## src/rtl/mem_req_pkg.sv

```systemverilog
// Shared definitions for the memory-controller request driver: target codes,
// channel state encoding, per-channel beat counts and beat formatting helpers.
package mem_req_pkg;

    localparam logic [1:0] TGT_SDRAM = 2'd0;
    localparam logic [1:0] TGT_FLASH = 2'd1;
    localparam logic [1:0] TGT_ROM   = 2'd2;
    localparam logic [1:0] TGT_RSVD  = 2'd3;

    localparam int SDRAM_BEATS = 3;
    localparam int FLASH_BEATS = 4;
    localparam int ROM_BEATS   = 4;

    typedef enum logic [1:0] {IDLE, ARMED, SEND, GUARD} chan_state_e;
    typedef enum logic [1:0] {SLICE2, FIRST4, BIT1} data_mode_e;

    // Index of the final beat: a nonzero length truncates, but never extends, the frame.
    function automatic logic [1:0] last_beat(input logic [2:0] full, input logic [1:0] len);
        logic [2:0] n;
        if (len == 2'd0 || {1'b0, len} > full) n = full;
        else n = {1'b0, len};
        return 2'(n - 3'd1);
    endfunction

    function automatic logic [3:0] beat_data(input data_mode_e mode, input logic [3:0] d,
                                             input logic [1:0] k);
        logic [3:0] r;
        r = 4'h0;
        case (mode)
            SLICE2: begin
                if (k == 2'd0) r = {2'b00, d[1:0]};
                else if (k == 2'd1) r = {2'b00, d[3:2]};
            end
            FIRST4: if (k == 2'd0) r = d;
            BIT1:   r = {3'b000, d[k]};
            default: r = 4'h0;
        endcase
        return r;
    endfunction

endpackage

```

## src/rtl/mem_req_chan.sv

```systemverilog
// One transmit channel: latches a request, waits for a qualified go, sends its
// beats with valid high, then holds valid low for a guard period.
module mem_req_chan
    import mem_req_pkg::*;
#(
    parameter int         FULL_BEATS   = 4,
    parameter data_mode_e DATA_MODE    = SLICE2,
    parameter int         GUARD_CYCLES = 2
) (
    input  logic        clock,
    input  logic        reset,
    input  logic        accept,
    input  logic [3:0]  acc_data,
    input  logic [1:0]  acc_len,
    input  logic        go,
    input  logic        ready_i,
    output logic        valid,
    output logic [3:0]  data,
    output logic        busy,
    output logic        done,
    output logic        launch,
    output chan_state_e state
);

    localparam int GW = (GUARD_CYCLES > 1) ? $clog2(GUARD_CYCLES) : 1;
    localparam logic [GW-1:0] GUARD_LAST = GW'(GUARD_CYCLES - 1);

    chan_state_e     state_n;
    logic [1:0]      beat_q, beat_n;
    logic [GW-1:0]   guard_q, guard_n;
    logic [3:0]      d_q, d_n;
    logic [1:0]      last_q, last_n;
    logic            valid_n;
    logic [3:0]      data_n;

    assign busy   = (state != IDLE);
    assign launch = (state == ARMED) && go && ready_i;
    assign done   = (state == GUARD) && (guard_q == GUARD_LAST);

    always_ff @(posedge clock) begin
        if (reset) begin
            state   <= IDLE;
            beat_q  <= '0;
            guard_q <= '0;
            d_q     <= '0;
            last_q  <= '0;
            valid   <= 1'b0;
            data    <= '0;
        end else begin
            state   <= state_n;
            beat_q  <= beat_n;
            guard_q <= guard_n;
            d_q     <= d_n;
            last_q  <= last_n;
            valid   <= valid_n;
            data    <= data_n;
        end
    end

    // valid/data are computed for the cycle after the edge, so a beat is a pure register output.
    always_comb begin
        state_n = state;
        beat_n  = beat_q;
        guard_n = guard_q;
        d_n     = d_q;
        last_n  = last_q;
        valid_n = 1'b0;
        data_n  = 4'h0;
        case (state)
            IDLE: begin
                if (accept) begin
                    state_n = ARMED;
                    d_n     = acc_data;
                    last_n  = last_beat(3'(FULL_BEATS), acc_len);
                end
            end
            ARMED: begin
                if (go && ready_i) begin
                    state_n = SEND;
                    beat_n  = 2'd0;
                    valid_n = 1'b1;
                    data_n  = beat_data(DATA_MODE, d_q, 2'd0);
                end
            end
            SEND: begin
                if (beat_q == last_q) begin
                    state_n = GUARD;
                    guard_n = '0;
                end else begin
                    beat_n  = beat_q + 2'd1;
                    valid_n = 1'b1;
                    data_n  = beat_data(DATA_MODE, d_q, beat_q + 2'd1);
                end
            end
            GUARD: begin
                if (guard_q == GUARD_LAST) state_n = IDLE;
                else guard_n = guard_q + 1'b1;
            end
            default: state_n = IDLE;
        endcase
    end

endmodule

```

## src/rtl/mem_req_driver.sv

```systemverilog
// Three-channel request driver: routes accepted requests to per-channel
// serialisers and launches armed channels together on a go pulse.
module mem_req_driver
    import mem_req_pkg::*;
#(
    parameter int GUARD_CYCLES = 2,
    parameter int COUNT_W      = 8
) (
    input  logic               clock,
    input  logic               reset,
    input  logic               req_valid,
    input  logic [1:0]         req_target,
    input  logic [3:0]         req_data,
    input  logic [1:0]         req_len,
    output logic               req_ready,
    output logic               req_err,
    input  logic               go,
    input  logic               sdram_ready_i,
    input  logic               flash_ready_i,
    input  logic               rom_ready_i,
    output logic               sdram_valid,
    output logic [1:0]         sdram_data,
    output logic               flash_valid,
    output logic [3:0]         flash_data,
    output logic               rom_valid,
    output logic [0:0]         rom_data,
    output logic [2:0]         chan_busy,
    output logic [2:0]         done,
    output logic [COUNT_W-1:0] frame_count
);

    logic [2:0]  accept;
    logic [2:0]  launch;
    logic [1:0]  n_launch;
    logic [3:0]  sd_d, fl_d, rm_d;
    chan_state_e st_sdram, st_flash, st_rom;
    logic        unused_dbg;

    // Request handshake: a request transfers on any cycle with req_valid && req_ready.
    // req_ready is purely a function of req_target and channel occupancy, never of req_valid.
    always_comb begin
        req_ready = 1'b1;
        case (req_target)
            TGT_SDRAM: req_ready = !chan_busy[0];
            TGT_FLASH: req_ready = !chan_busy[1];
            TGT_ROM:   req_ready = !chan_busy[2];
            default:   req_ready = 1'b1;
        endcase
    end

    assign accept[0] = req_valid && req_ready && (req_target == TGT_SDRAM);
    assign accept[1] = req_valid && req_ready && (req_target == TGT_FLASH);
    assign accept[2] = req_valid && req_ready && (req_target == TGT_ROM);
    assign n_launch  = {1'b0, launch[0]} + {1'b0, launch[1]} + {1'b0, launch[2]};

    always_ff @(posedge clock) begin
        if (reset) begin
            req_err     <= 1'b0;
            frame_count <= '0;
        end else begin
            req_err     <= req_valid && (req_target == TGT_RSVD);
            frame_count <= frame_count + COUNT_W'(n_launch);
        end
    end

    mem_req_chan #(.FULL_BEATS(SDRAM_BEATS), .DATA_MODE(SLICE2), .GUARD_CYCLES(GUARD_CYCLES)) u_sdram (
        .clock(clock), .reset(reset), .accept(accept[0]), .acc_data(req_data), .acc_len(req_len),
        .go(go), .ready_i(sdram_ready_i), .valid(sdram_valid), .data(sd_d), .busy(chan_busy[0]),
        .done(done[0]), .launch(launch[0]), .state(st_sdram)
    );

    mem_req_chan #(.FULL_BEATS(FLASH_BEATS), .DATA_MODE(FIRST4), .GUARD_CYCLES(GUARD_CYCLES)) u_flash (
        .clock(clock), .reset(reset), .accept(accept[1]), .acc_data(req_data), .acc_len(req_len),
        .go(go), .ready_i(flash_ready_i), .valid(flash_valid), .data(fl_d), .busy(chan_busy[1]),
        .done(done[1]), .launch(launch[1]), .state(st_flash)
    );

    mem_req_chan #(.FULL_BEATS(ROM_BEATS), .DATA_MODE(BIT1), .GUARD_CYCLES(GUARD_CYCLES)) u_rom (
        .clock(clock), .reset(reset), .accept(accept[2]), .acc_data(req_data), .acc_len(req_len),
        .go(go), .ready_i(rom_ready_i), .valid(rom_valid), .data(rm_d), .busy(chan_busy[2]),
        .done(done[2]), .launch(launch[2]), .state(st_rom)
    );

    assign sdram_data = sd_d[1:0];
    assign flash_data = fl_d;
    assign rom_data   = rm_d[0];

    // Upper data bits of the narrow channels are always zero; channel states are for probing.
    assign unused_dbg = ^{sd_d[3:2], rm_d[3:1], st_sdram, st_flash, st_rom};

endmodule
```

## config.mk

```make
export PLATFORM = sky130hd
export DESIGN_NAME = mem_req_driver
export DESIGN_NICKNAME = d
export VERILOG_FILES = /design/src/rtl/mem_req_pkg.sv /design/src/rtl/mem_req_chan.sv /design/src/rtl/mem_req_driver.sv
export SDC_FILE = /design/constraint.sdc
export NUM_CORES = 1
export LEC_CHECK = 0
export BUFFER_PORTS_ARGS = -buffer_cell sky130_fd_sc_hd__buf_2
export CAP_MARGIN = 10
export CORE_ASPECT_RATIO = 0.8
export CORE_MARGIN = 1
export CORE_UTILIZATION = 55
export DETAILED_ROUTE_END_ITERATION = 7
export GPL_TIMING_DRIVEN = 1
export PLACE_DENSITY_LB_ADDON = 0.05
export SLEW_MARGIN = 40
export SYNTH_ARGS = -nofsm -noshare
export SYNTH_HDL_FRONTEND = slang
export SYNTH_SLANG_ARGS = --single-unit
export TNS_END_PERCENT = 10
```

## constraint.sdc

```tcl
create_clock -name clock -period 3.4 [get_ports clock]
set_input_delay 0.17 -clock clock [delete_from_list [all_inputs] [get_ports clock]]
set_output_delay 0.17 -clock clock [all_outputs]
set_load 0.03 [all_outputs]
```

==> results.tsv, run 1 <==
metric	value	unit
Total Routing Usage GR	0.220	
Mean Syn Cell Area	9.39	sq um
Cell Area, Synth	0.00263	sq mm
distinct cell type count after synthesis	49	
period utilization	0.735	
Arr. time, crit path	2.69	ns
Worst setup SP type	flop	
slowest stage cell on the critical path	fa_1	
nets@finish	353	
reg2reg start	u_sdram.state[1]$_SDFFE_PP0P_	
worst-path cell chain	inv_1 -> ha_1 -> and3_1 -> inv_1 -> fa_1 -> inv_1 -> ha_1 -> fa_1 -> nand3_1 -> xor2_1 -> nor2_1	
pwr dens	586	mW/mm^2
Synth warnings	0	
CTS Buf Count	5	
clk sinks	52	
post-route cell area	0.00293	sq mm
CP top delay family	adder cells	
Seq cells post-synth	52	
half-perimeter wire length after placement	3600	um
hold path startpoint	req_data[2]	
final setup vio count	0	
register area share after synthesis	0.396	
initial antenna violation count	0	
critical path startpoint	u_sdram.state[1]$_SDFFE_PP0P_	
filler cell count	403	
Tmin final	2.50	ns
DR WL/cell	13.1	um
Rel. slew slack	0.677	
Initial DRC Count	69	
Critical Path Most Common Cell	inv_1	
Resize count post-CTS	0	
via count	1957	
Slew Viols, Final	0	
Syn Inst Count	280	
H-tree depth	2	
CP Buf/Inv Count	3	
fin util	0.638	
max cap viols	0	
share of cells above drive strength 1	0.177	
crit path capture type	flop	
Post-route DRC	0	
Pleak	0.00129	uW
GRT overflow	0	
Die X	79.3	um
largest net degree at the start of global routing	50	
area of the core	0.00460	sq mm
Antenna Violating Nets Remaining	0	
vias in the first global route	1914	
Initial Util	0.572	
Antenna diodes	0	
final WL	4930	um
GP Congestion	0.814	
1st-pass router iterations	4	
Crit Path Max Fanout	4	
clk slew on worst S/H paths	0.09	ns
DIE HEIGHT	63.8	um
fmax	0.400	GHz
port buffer count	40	
Peak supply drop	486	uV
Worst-Skew Late Latency	0.31	ns
via/cell ratio	5.20	
IO Count	41	
die area	0.00506	sq mm
Worst-Margin Slew	0.484	ns
critical path class	flop to flop	
outcome	finished, final reports clean	
clock skew	0.00226	ns
TNS Setup	0	ns
Bufs on Longest Clock Path	2	
clk root buf	clkbuf_8	
Net Count, Synth	318	
Post-CTS Hold Fix Bufs	0	
Placed Area	0.00283	sq mm
Hold Path Class	input port to flop	
area grow syn2layout	11.5	%
# Post-CTS Setup Buffers	0	
RSZ-0062 raised after global routing	no	
CTS tree	yes	
final total power	1720	uW
CP max stage delay	0.51	ns
first-pass GRT wire length	8690	um
Row Count	22	
final hold violations	0	
critical path required time	3.59	ns
final timing paths:
kind | endpoint | slack [ns] | cells past startpoint
setup / recovery | frame_count[6]$_SDFF_PP0_ | 0.90 | 11
hold / removal | u_rom.d_q[2]$_SDFFE_PP0P_ | 0.14 | 3
setup reg to reg | frame_count[6]$_SDFF_PP0_ | 0.90 | 11
hold reg to reg | u_flash.data[2]$_SDFF_PP0_ | 0.49 | 1
layer usage:
layer | wire (um) | vias to the layer above | GRT usage
li1 | - | 1026 | -
met1 | 2560 | 886 | 0.313
met2 | 2080 | 40 | 0.325
met3 | 227 | 5 | 0.0457
met4 | 57 | 0 | 0.0841
met5 | 0 | - | 0
worst min-delay path: stages:
cell     delay [ns]
buf_2          0.11
mux2i_1        0.07
nor2_1         0.07
report_power, final:
part / internal [uW] / switching (uW) / leakage, uW
registers: 664 / 44.9 / 0.000421
logic: 239 / 396 / 0.000824
clock network: 165 / 209 / 0.0000434
total: 1070 / 649 / 0.00129
per-stage QoR:
stage	hold slack (ns)	worst slack, ns	instances
floorplan	0.317	1.08	280
global placement	0.453	0.981	368
detailed placement	0.463	0.898	368
CTS	0.137	0.870	376
global route	0.149	0.733	376
finish	0.143	0.900	376
layout make-up:
cell class	count	area [sq um]	share of cell area
Multi-Input combinational cell	191	1420	0.485
Sequential cell	52	1040	0.355
Timing Repair Buffer	40	203	0.0691
Inverter	25	93.8	0.0320
Clock buffer	6	82.6	0.0282
Tap cell	60	75.1	0.0256
Clock inverter	2	15.0	0.00512
kinds of logic (layout without fill, tap and decap cells):
family,after synthesis,in the layout,synth area share
AO/OA/AOI/OAI,47,47,0.124
XOR/XNOR,12,12,0.0428
adder cells (fa/ha/maj),23,23,0.115
buffers and inverters,37,73,0.0633
flip-flops,52,52,0.396
multiplexers,17,17,0.0709
AND/OR/NAND/NOR,92,92,0.188
cells in the mapped netlist (all sizes together):
| cell type | n | area, sq um |
|---|---|---|
| nand4 | 1 | 6.26 |
| a2bb2oi | 2 | 17.5 |
| a31oi | 1 | 6.26 |
| o21ai | 4 | 23.8 |
| or4 | 1 | 7.51 |
| buf | 8 | 57.6 |
| nand2 | 6 | 22.5 |
| o311ai | 1 | 8.76 |
| nand3 | 6 | 30.0 |
| a222oi | 1 | 10.0 |
| a311oi | 3 | 26.3 |
| o31a | 1 | 8.76 |
| ha | 21 | 263 |
| nand3b | 1 | 7.51 |
| inv | 25 | 93.8 |
| nand4b | 2 | 17.5 |
| nor2 | 41 | 156 |
| nor3 | 4 | 42.5 |
| nand2b | 8 | 50.1 |
| or4b | 2 | 20.0 |
| a21o | 1 | 7.51 |
| nor2b | 4 | 25.0 |
| mux4 | 1 | 26.3 |
| a21oi | 15 | 75.1 |
| xnor2 | 4 | 35.0 |
| fa | 2 | 40.0 |
| a21bo | 2 | 20.0 |
| o32ai | 2 | 17.5 |
| o21a | 2 | 15.0 |
| a21boi | 2 | 15.0 |
| xor2 | 8 | 77.6 |
| a211oi | 8 | 60.1 |
| or3 | 1 | 6.26 |
| dfxtp | 52 | 1040 |
| and2 | 2 | 12.5 |
| mux2i | 16 | 160 |
| and3 | 10 | 63.8 |
| o31ai | 2 | 15.0 |
| nor3b | 1 | 7.51 |
| clkbuf | 4 | 15.0 |
| and3b | 2 | 17.5 |
sequential cells by signal (all words and copies together) (netlist names):
register         flops
u_sdram.last_q       2
u_sdram.guard_q      1
u_flash.d_q          4
u_rom.state          2
u_flash.data         4
req_err              1
u_flash.beat_q       2
frame_count          8
u_sdram.state        2
u_rom.beat_q         2
u_rom.data           1
u_rom.d_q            4
u_sdram.beat_q       2
u_rom.guard_q        1
u_rom.valid          1
u_sdram.valid        1
u_sdram.d_q          4
u_flash.valid        1
u_rom.last_q         2
u_flash.guard_q      1
u_flash.state        2
u_flash.last_q       2
u_sdram.data         2
layout by cell type (no fill, tap or decap), drive strengths merged, types with 2 or more instances in the layout:
master	netlist	routed
o21a	2	2
nand2b	8	8
clkinvlp	0	2
o21ai	4	4
o32ai	2	2
inv	25	25
and2	2	2
and3b	2	2
mux2i	16	16
o31ai	2	2
a21boi	2	2
a2bb2oi	2	2
nor2b	4	4
xor2	8	8
nand2	6	6
nor3	4	4
a21bo	2	2
nand4b	2	2
dfxtp	52	52
and3	10	10
ha	21	21
a211oi	8	8
a21oi	15	15
xnor2	4	4
clkbuf	4	6
fa	2	2
a311oi	3	3
or4b	2	2
nor2	41	41
nand3	6	6
buf	8	40
(Power assumes the default switching activity.)
==> run 2: changes to the inputs <==
==> constraint.sdc (replaced) <==
create_clock -name clock -period 2.4 [get_ports clock]
set_input_delay 0.12 -clock clock [delete_from_list [all_inputs] [get_ports clock]]
set_output_delay 0.12 -clock clock [all_outputs]
set_load 0.03 [all_outputs]
==> run 2 against run 1 <==
Net effect:
- first-iteration DRC count decreased by 2.9%
- setup slack got worse by 0.85 ns
- non-clock buffer count increased by 5
- worst hold slack got worse by 0.054 ns
- combinational power increased by 52%
- sequential share of layout area decreased by 1.0 points
- flip-flop and latch count unchanged
- sequential power increased by 41%
- critical endpoint is now frame_count[4]$_SDFF_PP0_
==> results.tsv, run 2 (synthesis results as in run 1) <==
metric	value	unit
outcome	finished, final reports clean	
DR WL/cell	13.5	um
via count	2036	
Row Count	22	
CP top delay family	adder cells	
Worst-Skew Late Latency	0.31	ns
TNS Setup	0	ns
Stages on worst setup path	10	
final setup vio count	0	
Total Routing Usage GR	0.225	
slowest stage cell on the critical path	fa_1	
area of the core	0.00460	sq mm
reg2reg start	u_sdram.state[0]$_SDFFE_PP0P_	
half-perimeter wire length after placement	3760	um
Arr. time, crit path	2.54	ns
largest net degree at the start of global routing	50	
critical path required time	2.59	ns
Worst setup SP type	flop	
fmax	0.426	GHz
port buffer count	40	
Initial Util	0.572	
Post-route DRC	0	
DIE HEIGHT	63.8	um
1st-pass router iterations	4	
critical path startpoint	u_sdram.state[0]$_SDFFE_PP0P_	
Antenna diodes	0	
Crit Path Max Fanout	3	
Peak supply drop	485	uV
# Post-CTS Setup Buffers	0	
GP Congestion	0.795	
CP Buf/Inv Count	2	
IO Count	41	
Inst Count DP	373	
Worst-Margin Slew	0.492	ns
clk root buf	clkbuf_8	
setup ws final	0.0542	ns
commonest non-fill, non-tap cell in the layout	dfxtp_1	
period utilization	0.977	
FF-to-FF End	frame_count[4]$_SDFF_PP0_	
Die X	79.3	um
Pleak	0.00132	uW
commonest non-fill, non-tap cells in the layout	51 x dfxtp_1, 40 x nor2_1, 39 x buf_2, 24 x inv_1, 19 x ha_1	
worst-path cell chain	ha_4 -> and3_4 -> inv_1 -> fa_1 -> inv_1 -> ha_2 -> fa_2 -> nand3_2 -> xor2_1 -> nor2_1	
initial antenna violation count	0	
max cap viols	0	
final WL	5160	um
crit path capture type	flop	
CTS Buf Count	5	
final hold violations	0	
filler cell count	394	
die area	0.00506	sq mm
Post-CTS Hold Fix Bufs	0	
via/cell ratio	5.34	
nets@finish	358	
first-pass GRT wire length	8750	um
Critical Path Most Common Cell	inv_1	
pre-CTS setup slack	-0.0305	ns
clk slew on worst S/H paths	0.10	ns
Antenna Violating Nets Remaining	0	
clk sinks	52	
share of cells above drive strength 1	0.218	
Initial DRC Count	67	
clock skew	0.00908	ns
Hold Path Class	input port to flop	
vias in the first global route	1954	
worst reg2reg path depth	10	
CP max stage delay	0.50	ns
fin util	0.657	
GRT overflow	0	
Final Non-Filler Cells	381	
Bufs on Longest Clock Path	2	
Rel. slew slack	0.672	
Top reg by flops	frame_count	
CP Capture Point	frame_count[4]$_SDFF_PP0_	
pwr dens	852	mW/mm^2
CTS tree	yes	
H-tree depth	2	
r2r setup slk	0.05	ns
critical path class	flop to flop	
Tmin final	2.35	ns
area grow syn2layout	14.9	%
max reg flops	8	
Slew Viols, Final	0	
run 2: timing repair:
item,4_1_cts,5_1_grt
setup endpoints to repair,2,5
pin swaps,0,1
gates resized for setup,2,8
gates cloned,0,0
run 2: worst reg2reg max path, cell delays in order, from the launching register on:
cell     delay [ns]
dfxtp_1        0.39
ha_4           0.14
and3_4         0.18
inv_1          0.06
fa_1           0.51
inv_1          0.04
ha_2           0.20
fa_2           0.40
nand3_2        0.08
xor2_1         0.17
nor2_1         0.06
run 2: layout make-up:
class	count	area, sq um	share of cell area
clock buffer	5	68.8	0.0228
clock inverter	3	42.5	0.0141
tap	60	75.1	0.0248
inverter	25	93.8	0.0311
timing repair buffer	45	240	0.0795
sequential	52	1040	0.345
multi-input combinational	191	1460	0.483
run 2: how the worst min path moves through the flow:
stage	startpoint	end	slack [ns]	depth (start not counted)
2_1_floorplan	req_data[2]	u_rom.d_q[2]$_SDFFE_PP0P_	0.27	2
3_3_place_gp	req_data[2]	u_rom.d_q[2]$_SDFFE_PP0P_	0.40	3
3_5_place_dp	req_data[1]	u_rom.d_q[1]$_SDFFE_PP0P_	0.41	3
4_1_cts	req_data[2]	u_sdram.d_q[2]$_SDFFE_PP0P_	0.09	3
5_1_grt	req_data[2]	u_sdram.d_q[2]$_SDFFE_PP0P_	0.1	3
6_report	req_data[2]	u_sdram.d_q[2]$_SDFFE_PP0P_	0.09	3
run 2: where the power goes:
group / internal (uW) / switching [uW]
Combinational: 376 / 587
Sequential: 941 / 56.3
Clock: 309 / 304
Total: 1630 / 948
run 2: through the flow:
| stage | hold slack (ns) | area (sq um) | total power [uW] |
|---|---|---|---|
| global placement | 0.402 | 2870 | 1940 |
| finish | 0.0888 | 3020 | 2570 |
| global route | 0.0963 | 3020 | 2740 |
| floorplan | 0.267 | 2630 | 1750 |
| detailed placement | 0.414 | 2870 | 1960 |
| CTS | 0.0914 | 2990 | 2570 |
run 2: layer usage:
metal | global-route usage | part of all wire | wire length [um]
met3 | 0.0457 | 0.038 | 196
met5 | 0 | 0 | 0
met1 | 0.303 | 0.50 | 2580
met2 | 0.353 | 0.45 | 2320
met4 | 0.0864 | 0.011 | 55
